<file path="src/rtl/fsfifo_wr_arb_pkg.sv">
// Shared types and constants for the fsfifo write-port arbiter.
// Requester indices are sized for the largest supported requester count.
package fsfifo_wr_arb_pkg;

  localparam int unsigned N_REQ_MAX = 8;
  localparam int unsigned IDX_W     = $clog2(N_REQ_MAX);

  typedef logic [IDX_W-1:0] idx_t;
  typedef logic [0:0]       state_t;

  localparam state_t ST_IDLE  = 1'b0;
  localparam state_t ST_BURST = 1'b1;

endpackage

</file>
<file path="src/rtl/fsfifo_wr_arb_rr_pick.sv">
// Combinational round-robin picker: first set request bit searching upward
// from ptr_i+1 (modulo N_REQ), returned as one-hot plus its index.
module fsfifo_wr_arb_rr_pick
  import fsfifo_wr_arb_pkg::*;
#(
  parameter int unsigned N_REQ = 4
) (
  input  logic [N_REQ-1:0] req_i,
  input  idx_t             ptr_i,
  output logic [N_REQ-1:0] grant_o,
  output idx_t             idx_o,
  output logic             any_o
);

  idx_t k;
  logic found;

  always_comb begin
    grant_o = '0;
    idx_o   = '0;
    found   = 1'b0;
    k       = '0;
    for (int unsigned i = 1; i <= N_REQ; i++) begin
      k = IDX_W'((32'(ptr_i) + i) % N_REQ);
      if (!found && |(req_i & (N_REQ'(1) << k))) begin
        found   = 1'b1;
        grant_o = N_REQ'(1) << k;
        idx_o   = k;
      end
    end
  end

  assign any_o = |req_i;

endmodule

</file>
<file path="src/rtl/fsfifo_wr_arb.sv">
// Round-robin burst arbiter sharing one fsfifo write port among N_REQ producers.
// One grant at a time, held for up to BURST_MAX beats; 1-cycle bubble between bursts.
module fsfifo_wr_arb
  import fsfifo_wr_arb_pkg::*;
#(
  parameter int unsigned N_REQ     = 4,
  parameter int unsigned WIDTH     = 32,
  parameter int unsigned DEPTH     = 16,
  parameter int unsigned BURST_MAX = 4
) (
  input  logic                     clk_i,
  input  logic                     reset_i,
  input  logic [N_REQ-1:0]         req_valid_i,
  input  logic [N_REQ-1:0]         req_last_i,
  input  logic [N_REQ*WIDTH-1:0]   req_data_i,
  output logic [N_REQ-1:0]         req_ready_o,
  input  logic                     fifo_full_i,
  input  logic [$clog2(DEPTH):0]   fifo_filled_i,
  output logic                     fifo_wr_o,
  output logic [WIDTH-1:0]         fifo_wr_data_o,
  output logic [N_REQ-1:0]         grant_o,
  output logic                     busy_o
);

  localparam int unsigned CNT_W  = $clog2(BURST_MAX + 1);
  localparam int unsigned FILL_W = $clog2(DEPTH) + 1;

  state_t             state_q, state_d;
  logic [N_REQ-1:0]   grant_q, grant_d;
  idx_t               gidx_q, gidx_d;
  idx_t               rr_q, rr_d;
  logic [CNT_W-1:0]   cnt_q, cnt_d;

  logic [N_REQ-1:0]   pick_grant;
  idx_t               pick_idx;
  logic               pick_any;

  logic               busy, g_valid, g_last, accept, cap, leave;
  logic [CNT_W-1:0]   cnt_inc;

  fsfifo_wr_arb_rr_pick #(
    .N_REQ (N_REQ)
  ) u_rr_pick (
    .req_i   (req_valid_i),
    .ptr_i   (rr_q),
    .grant_o (pick_grant),
    .idx_o   (pick_idx),
    .any_o   (pick_any)
  );

  assign busy    = (state_q == ST_BURST);
  assign g_valid = |(req_valid_i & grant_q);
  assign g_last  = |(req_last_i & grant_q);
  assign accept  = busy && g_valid && !fifo_full_i && !reset_i;
  assign cnt_inc = cnt_q + 1'b1;
  assign cap     = (cnt_inc == CNT_W'(BURST_MAX));

  always_comb begin
    state_d = state_q;
    grant_d = grant_q;
    gidx_d  = gidx_q;
    rr_d    = rr_q;
    cnt_d   = cnt_q;
    leave   = 1'b0;
    unique case (state_q)
      ST_IDLE: begin
        if (pick_any && !fifo_full_i) begin
          state_d = ST_BURST;
          grant_d = pick_grant;
          gidx_d  = pick_idx;
          cnt_d   = '0;
        end
      end
      ST_BURST: begin
        // A full FIFO freezes the burst: no count, no exit, even on abandon.
        if (!fifo_full_i) begin
          if (!g_valid) begin
            leave = 1'b1;
          end else begin
            cnt_d = cnt_inc;
            leave = g_last || cap;
          end
        end
      end
      default: state_d = ST_IDLE;
    endcase
    if (leave) begin
      state_d = ST_IDLE;
      grant_d = '0;
      rr_d    = gidx_q;
    end
  end

  always_ff @(posedge clk_i) begin
    if (reset_i) begin
      state_q <= ST_IDLE;
      grant_q <= '0;
      gidx_q  <= '0;
      rr_q    <= IDX_W'(N_REQ - 1);
      cnt_q   <= '0;
    end else begin
      state_q <= state_d;
      grant_q <= grant_d;
      gidx_q  <= gidx_d;
      rr_q    <= rr_d;
      cnt_q   <= cnt_d;
    end
  end

  assign req_ready_o    = (busy && !fifo_full_i && !reset_i) ? grant_q : '0;
  assign fifo_wr_o      = accept;
  assign fifo_wr_data_o = busy ? req_data_i[32'(gidx_q)*WIDTH +: WIDTH] : '0;
  assign grant_o        = grant_q;
  assign busy_o         = busy;

  // Occupancy only feeds the consistency check below.
  logic unused_filled;
  assign unused_filled = ^fifo_filled_i;

`ifdef FORMAL
  a_full_consistent: assert property (@(posedge clk_i)
    fifo_full_i == (fifo_filled_i == FILL_W'(DEPTH)));
  a_grant_onehot: assert property (@(posedge clk_i) $onehot0(grant_q));
  a_ready_onehot: assert property (@(posedge clk_i) $onehot0(req_ready_o));
  a_busy_grant:   assert property (@(posedge clk_i) busy_o == |grant_q);
  a_wr_not_full:  assert property (@(posedge clk_i) fifo_wr_o |-> !fifo_full_i);
  a_cnt_bound:    assert property (@(posedge clk_i) cnt_q <= CNT_W'(BURST_MAX));
  for (genvar g = 0; g < N_REQ; g++) begin : g_stable
    a_req_stable: assert property (@(posedge clk_i) disable iff (reset_i)
      (req_valid_i[g] && !req_ready_o[g]) |=>
      (!req_valid_i[g] || ($stable(req_data_i[g*WIDTH +: WIDTH]) && $stable(req_last_i[g]))));
  end
`endif

endmodule

</file>
<file path="config.mk">
export PLATFORM = sky130hd
export DESIGN_NAME = fsfifo_wr_arb
export DESIGN_NICKNAME = d
export VERILOG_FILES = /design/src/rtl/fsfifo_wr_arb_pkg.sv /design/src/rtl/fsfifo_wr_arb_rr_pick.sv /design/src/rtl/fsfifo_wr_arb.sv
export SDC_FILE = /design/constraint.sdc
export NUM_CORES = 1
export LEC_CHECK = 0
export ABC_AREA = 1
export ABC_CLOCK_PERIOD_IN_PS = 2400
export CORE_MARGIN = 4
export CORE_UTILIZATION = 37
export CTS_CLUSTER_DIAMETER = 60
export DETAILED_ROUTE_END_ITERATION = 10
export HOLD_SLACK_MARGIN = 0.02
export PLACE_DENSITY = 0.88
export SLEW_MARGIN = 20
export SYNTH_ARGS = -nofsm -noshare
export SYNTH_HDL_FRONTEND = slang
export SYNTH_HIERARCHICAL = 1
export SYNTH_SLANG_ARGS = --single-unit
</file>
<file path="constraint.sdc">
create_clock -name clk_i -period 2.4 [get_ports clk_i]
set_input_delay 0.48 -clock clk_i [delete_from_list [all_inputs] [get_ports clk_i]]
set_output_delay 0.48 -clock clk_i [all_outputs]
set_load 0.02 [all_outputs]
</file>
# After elaboration in Yosys (flattened, before gate mapping)
# Index checks and enable logic that the tools add are counted.
# word_totals
regBits	12
input_bits	144
# op_classes
add_sub_neg	5
eq_ne	4
n_shift	5
muxes	22
bitwise	7
n_reduce_logical	25
# ops
cell	n
128-bit by 8-bit indexed part select with 32-bit output	1
32-bit two-way mux	1
4-bit OR reduction	7
4-bit bitwise AND	6
4-bit two-way mux	5
1-bit by 2-bit << shifter with 4-bit output (first input constant)	4
1-bit logical AND	9
3-bit two-way mux	3
1-bit two-way mux	8
2-bit two-way mux	4
3-bit case mux with 2 select lines	1
1-bit logical NOT	5
2-bit by 1-bit adder with 2-bit output (second input constant)	2
2-bit adder (second input constant)	2
2-bit inequality test (second input constant)	2
3-bit by 1-bit adder with 3-bit output (second input constant)	1
3-bit equality test (second input constant)	1
3-bit AND reduction	1
2-bit by 1-bit inequality test with 1-bit output (second input constant)	1
2-bit AND reduction	1
2-bit OR reduction	1
1-bit logical OR	1
1-bit NOT	1

# Longest topological paths before layout
# depth
ltp_word	14
depth_mapped	14
mapped_depth_nobuf	14

# Modules after synthesis
# Netlist, hierarchy kept.
# modules_own_cells
module	n_inst	cells_each	area_each_um2	seq_area_each_um2
fsfifo_wr_arb	1	361	1839.3	280.3
fsfifo_wr_arb_rr_pick	1	99	526.8	0.0

# Least setup slack after synthesis
# No wires, ideal clock.
# synth_timing
path_type	register -> output
start	reg state_q (netlist: busy_o)
end	out fifo_wr_data_o[10]
arrival_time_ps	1210
setup_slack_ps	710
stages_incl_launch_ff	4
path_buffers	1
path_cell_list	dfxtp_1 > nand2_1 > clkbuf_1 > a21oi_1
# synth_between
elab_chain_cells	1
# synth_rtl
element	line_no	source
from (decl)	fsfifo_wr_arb.sv:28	state_t state_q, state_d;
from (signal assigned)	fsfifo_wr_arb.sv:102	state_q <= state_d;
32-bit two-way mux	fsfifo_wr_arb.sv:112	assign fifo_wr_data_o = busy ? req_data_i[32'(gidx_q)*WIDTH +: WIDTH] : '0;
to (decl)	fsfifo_wr_arb.sv:20	output logic [WIDTH-1:0] fifo_wr_data_o,
# No other way between the ends.

# Worst setup path in the final report
# layout_timing
start	in req_data_i[65]
end	out fifo_wr_data_o[1]
# layout_between
elab_chain_cells	2
# layout_rtl
element	line_no	source
from (decl)	fsfifo_wr_arb.sv:15	input logic [N_REQ*WIDTH-1:0] req_data_i,
128-bit by 8-bit indexed part select with 32-bit output	fsfifo_wr_arb.sv:112	
32-bit two-way mux	fsfifo_wr_arb.sv:112	
# No other way between the ends.

==> flow_metrics.env <==
export IMPL_drv_max_cap_violation_count=0
export IMPL_design_die_area_mm2=0.007627
export IMPL_h_tree_depth=1
export IMPL_detail_route_iter0_violations=134
export IMPL_crit_path_kind="primary input to output port"
export IMPL_wire_length_of_the_first_global_routing_pass_mm=15.08
export IMPL_firstDrtPassIters=5
export IMPL_p_sw_w=0.0005716
export IMPL_vdd_drop_max_uv=301.6
export IMPL_clock_skew_ns=0.003071
export IMPL_clk_root_buffer_cell="clkbuf_8"
export IMPL_num_vias=3563
export IMPL_synth_cell_area_mm2=0.002328
export IMPL_power_share_sequential=0.179
export IMPL_finalHoldWorstSlack_ns=0.4483
export IMPL_number_of_nets_still_failing_antenna_checks_after_routing=0
export IMPL_comb_power_share=0.680
export IMPL_cellPowerDensity_mw_per_mm2=319.4
export IMPL_gpl_final_weighted_congestion=0.8589
export IMPL_endpoint_kind="output port"
export IMPL_cts_tree="yes"
export IMPL_grt_pass1_vias=3294
export IMPL_num_cts_buffers=3
export IMPL_netlist_instances=455
export IMPL_num_nets_final=788
export IMPL_yosysWarnings=6
export IMPL_clkSinkCount=13
export IMPL_mappedNetlistNets=608
export IMPL_finalSetupViolCount=0
export IMPL_rows=28
export IMPL_minimum_period_implied_by_the_final_worst_setup_slack_ns=2.189
export IMPL_global_route_usage_total=0.2389
export IMPL_initial_core_utilization=0.3864
export IMPL_detailedPlacementHpwl_mm=8.078
export IMPL_max_root_sink_buffers=2
export IMPL_sw_frac_of_total=0.4122
export IMPL_grt_start_max_net_pins=47
export IMPL_placedCellCount=705
export IMPL_finalSetupTns_ns=0
export IMPL_ctsHoldBuffers=0
export IMPL_gr_total_overflow=0
export IMPL_antenna_violations_before_repair=0
export IMPL_die_y_um=87.33
export IMPL_power_leakage_nw=2.307
export IMPL_finalHoldViolCount=0
export IMPL_critical_path_peak_fanout=1
export IMPL_filler_free_cell_count_of_the_finished_design=709
export IMPL_clock_fmax_ghz=0.4569
export IMPL_clkLatencyLatePin_ns=0.24
export IMPL_cts_reportedPaths_clkPinSlew_ns=0.06
export IMPL_drt_wl_total_mm=10.04
export IMPL_detail_route_wl_per_cell_um=14.17
export IMPL_required_ns=1.92
export IMPL_report_final_slew_viol_count=0
export IMPL_hold_path_class="flip-flop to flip-flop"
export IMPL_die_width_um=87.33
export IMPL_clkPwrFrac=0.141
export IMPL_buffer_ports_inserted=180
export IMPL_post_route_drc_count=0
export IMPL_finalCritPeriodShare=0.9119
export IMPL_io_pin_count=186
export IMPL_p_int_w=0.0008150
export IMPL_worst_ep_arrival_time_ns=1.71
export IMPL_grt_setup_unrepaired="false"
export IMPL_run_status="finished, final reports clean"
export IMPL_flow_area_growth_from_synthesis_pct=86.41
export IMPL_average_footprint_of_a_synthesized_cell_um2=5.118
export IMPL_drt_vias_per_instance=5.025
export IMPL_number_of_buffers_added_for_setup_after_cts=0
export IMPL_antenna_diode_count=0
export IMPL_core_mm2=0.006026
export IMPL_layout_drive_gt1_share=0.06940
export IMPL_startpoint_type="primary input"
==> area by class of cell <==
| type | count | area [µm²] |
|---|---|---|
| Multi-Input combinational cell | 382 | 1773 |
| Clock buffer | 4 | 45.04 |
| Timing Repair Buffer | 202 | 2043 |
| Fill cell | 529 | 1685 |
| Sequential cell | 13 | 261.5 |
| Tap cell | 75 | 93.84 |
| Inverter | 33 | 123.9 |
==> path summary, 6_finish.rpt <==
check	from	to	slack (ns)	cells after the start
setup / recovery	req_data_i[65]	fifo_wr_data_o[1]	0.21	6
setup reg to reg	rr_q[0]	grant_o[2]	0.40	13
hold reg to reg	gidx_q[2]	gidx_q[2]	0.45	2
hold / removal	gidx_q[2]	gidx_q[2]	0.45	2
==> worst max-delay path: stages <==
cell	delay, ns
clkdlybuf4s50_1	0.46
nor2_1	0.04
nor2_1	0.08
o21ai_0	0.15
a21oi_1	0.16
dlygate4sd2_1	0.35
==> per-layer routing <==
layer,GRT usage,share of wire,vias up
met5,0,0,-
met4,0.06555,0.027,0
met3,0.03406,0.080,28
met2,0.4473,0.51,151
met1,0.2789,0.38,1573
li1,-,-,1811
==> power groups by stage <==
stage / registers, W / logic (W) / clock network, W
6_report: 0.000248 / 0.000942 / 0.000196
5_1_grt: 0.000251 / 0.00104 / 0.000206
4_1_cts: 0.000249 / 0.000951 / 0.000196
3_5_place_dp: 0.000253 / 0.000954 / 0
3_3_place_gp: 0.000252 / 0.000935 / 0
2_1_floorplan: 0.000254 / 0.000515 / 0
==> sequential cells by signal, summed over array words and instances (netlist names) <==
signal   count
cnt_q        3
busy_o       1
gidx_q       3
grant_o      4
rr_q         2
==> placed cells by master (no fill, tap or decap), types with 2 or more instances in the layout <==
cell type	count
nand2_4	3
dlymetal6s2s_1	26
nor2_1	146
buf_4	20
inv_1	30
o21ai_1	38
a21oi_1	39
dfxtp_1	12
clkbuf_8	3
dlygate4sd2_1	11
ha_1	9
nor2_4	3
nand3_1	27
nand2_2	4
inv_2	3
buf_12	2
nand4_1	2
nor2_2	3
o21ai_0	29
nand2_1	75
clkdlybuf4s50_1	143
==> through the flow <==
step / util / power [W] / instance area, µm² / setup WS, ns
after floorplan: - / 0.0007689 / 2328 / 0.7097
after global placement: 0.7043 / 0.001188 / 4244 / -0.08939
after detailed placement: 0.7043 / 0.001207 / 4244 / -0.09285
after CTS: 0.7095 / 0.001396 / 4275 / 0.0001188
after global routing: 0.7203 / 0.001494 / 4340 / 0.1178
final: 0.7203 / 0.001387 / 4340 / 0.2114
==> repair_timing <==
action                                 CTS  global route
pin swaps                                0             0
gates resized for setup                 11            26
setup endpoints to repair               11            26
endpoints found under the hold margin    0             0
Power figures use the tool's default switching activity.
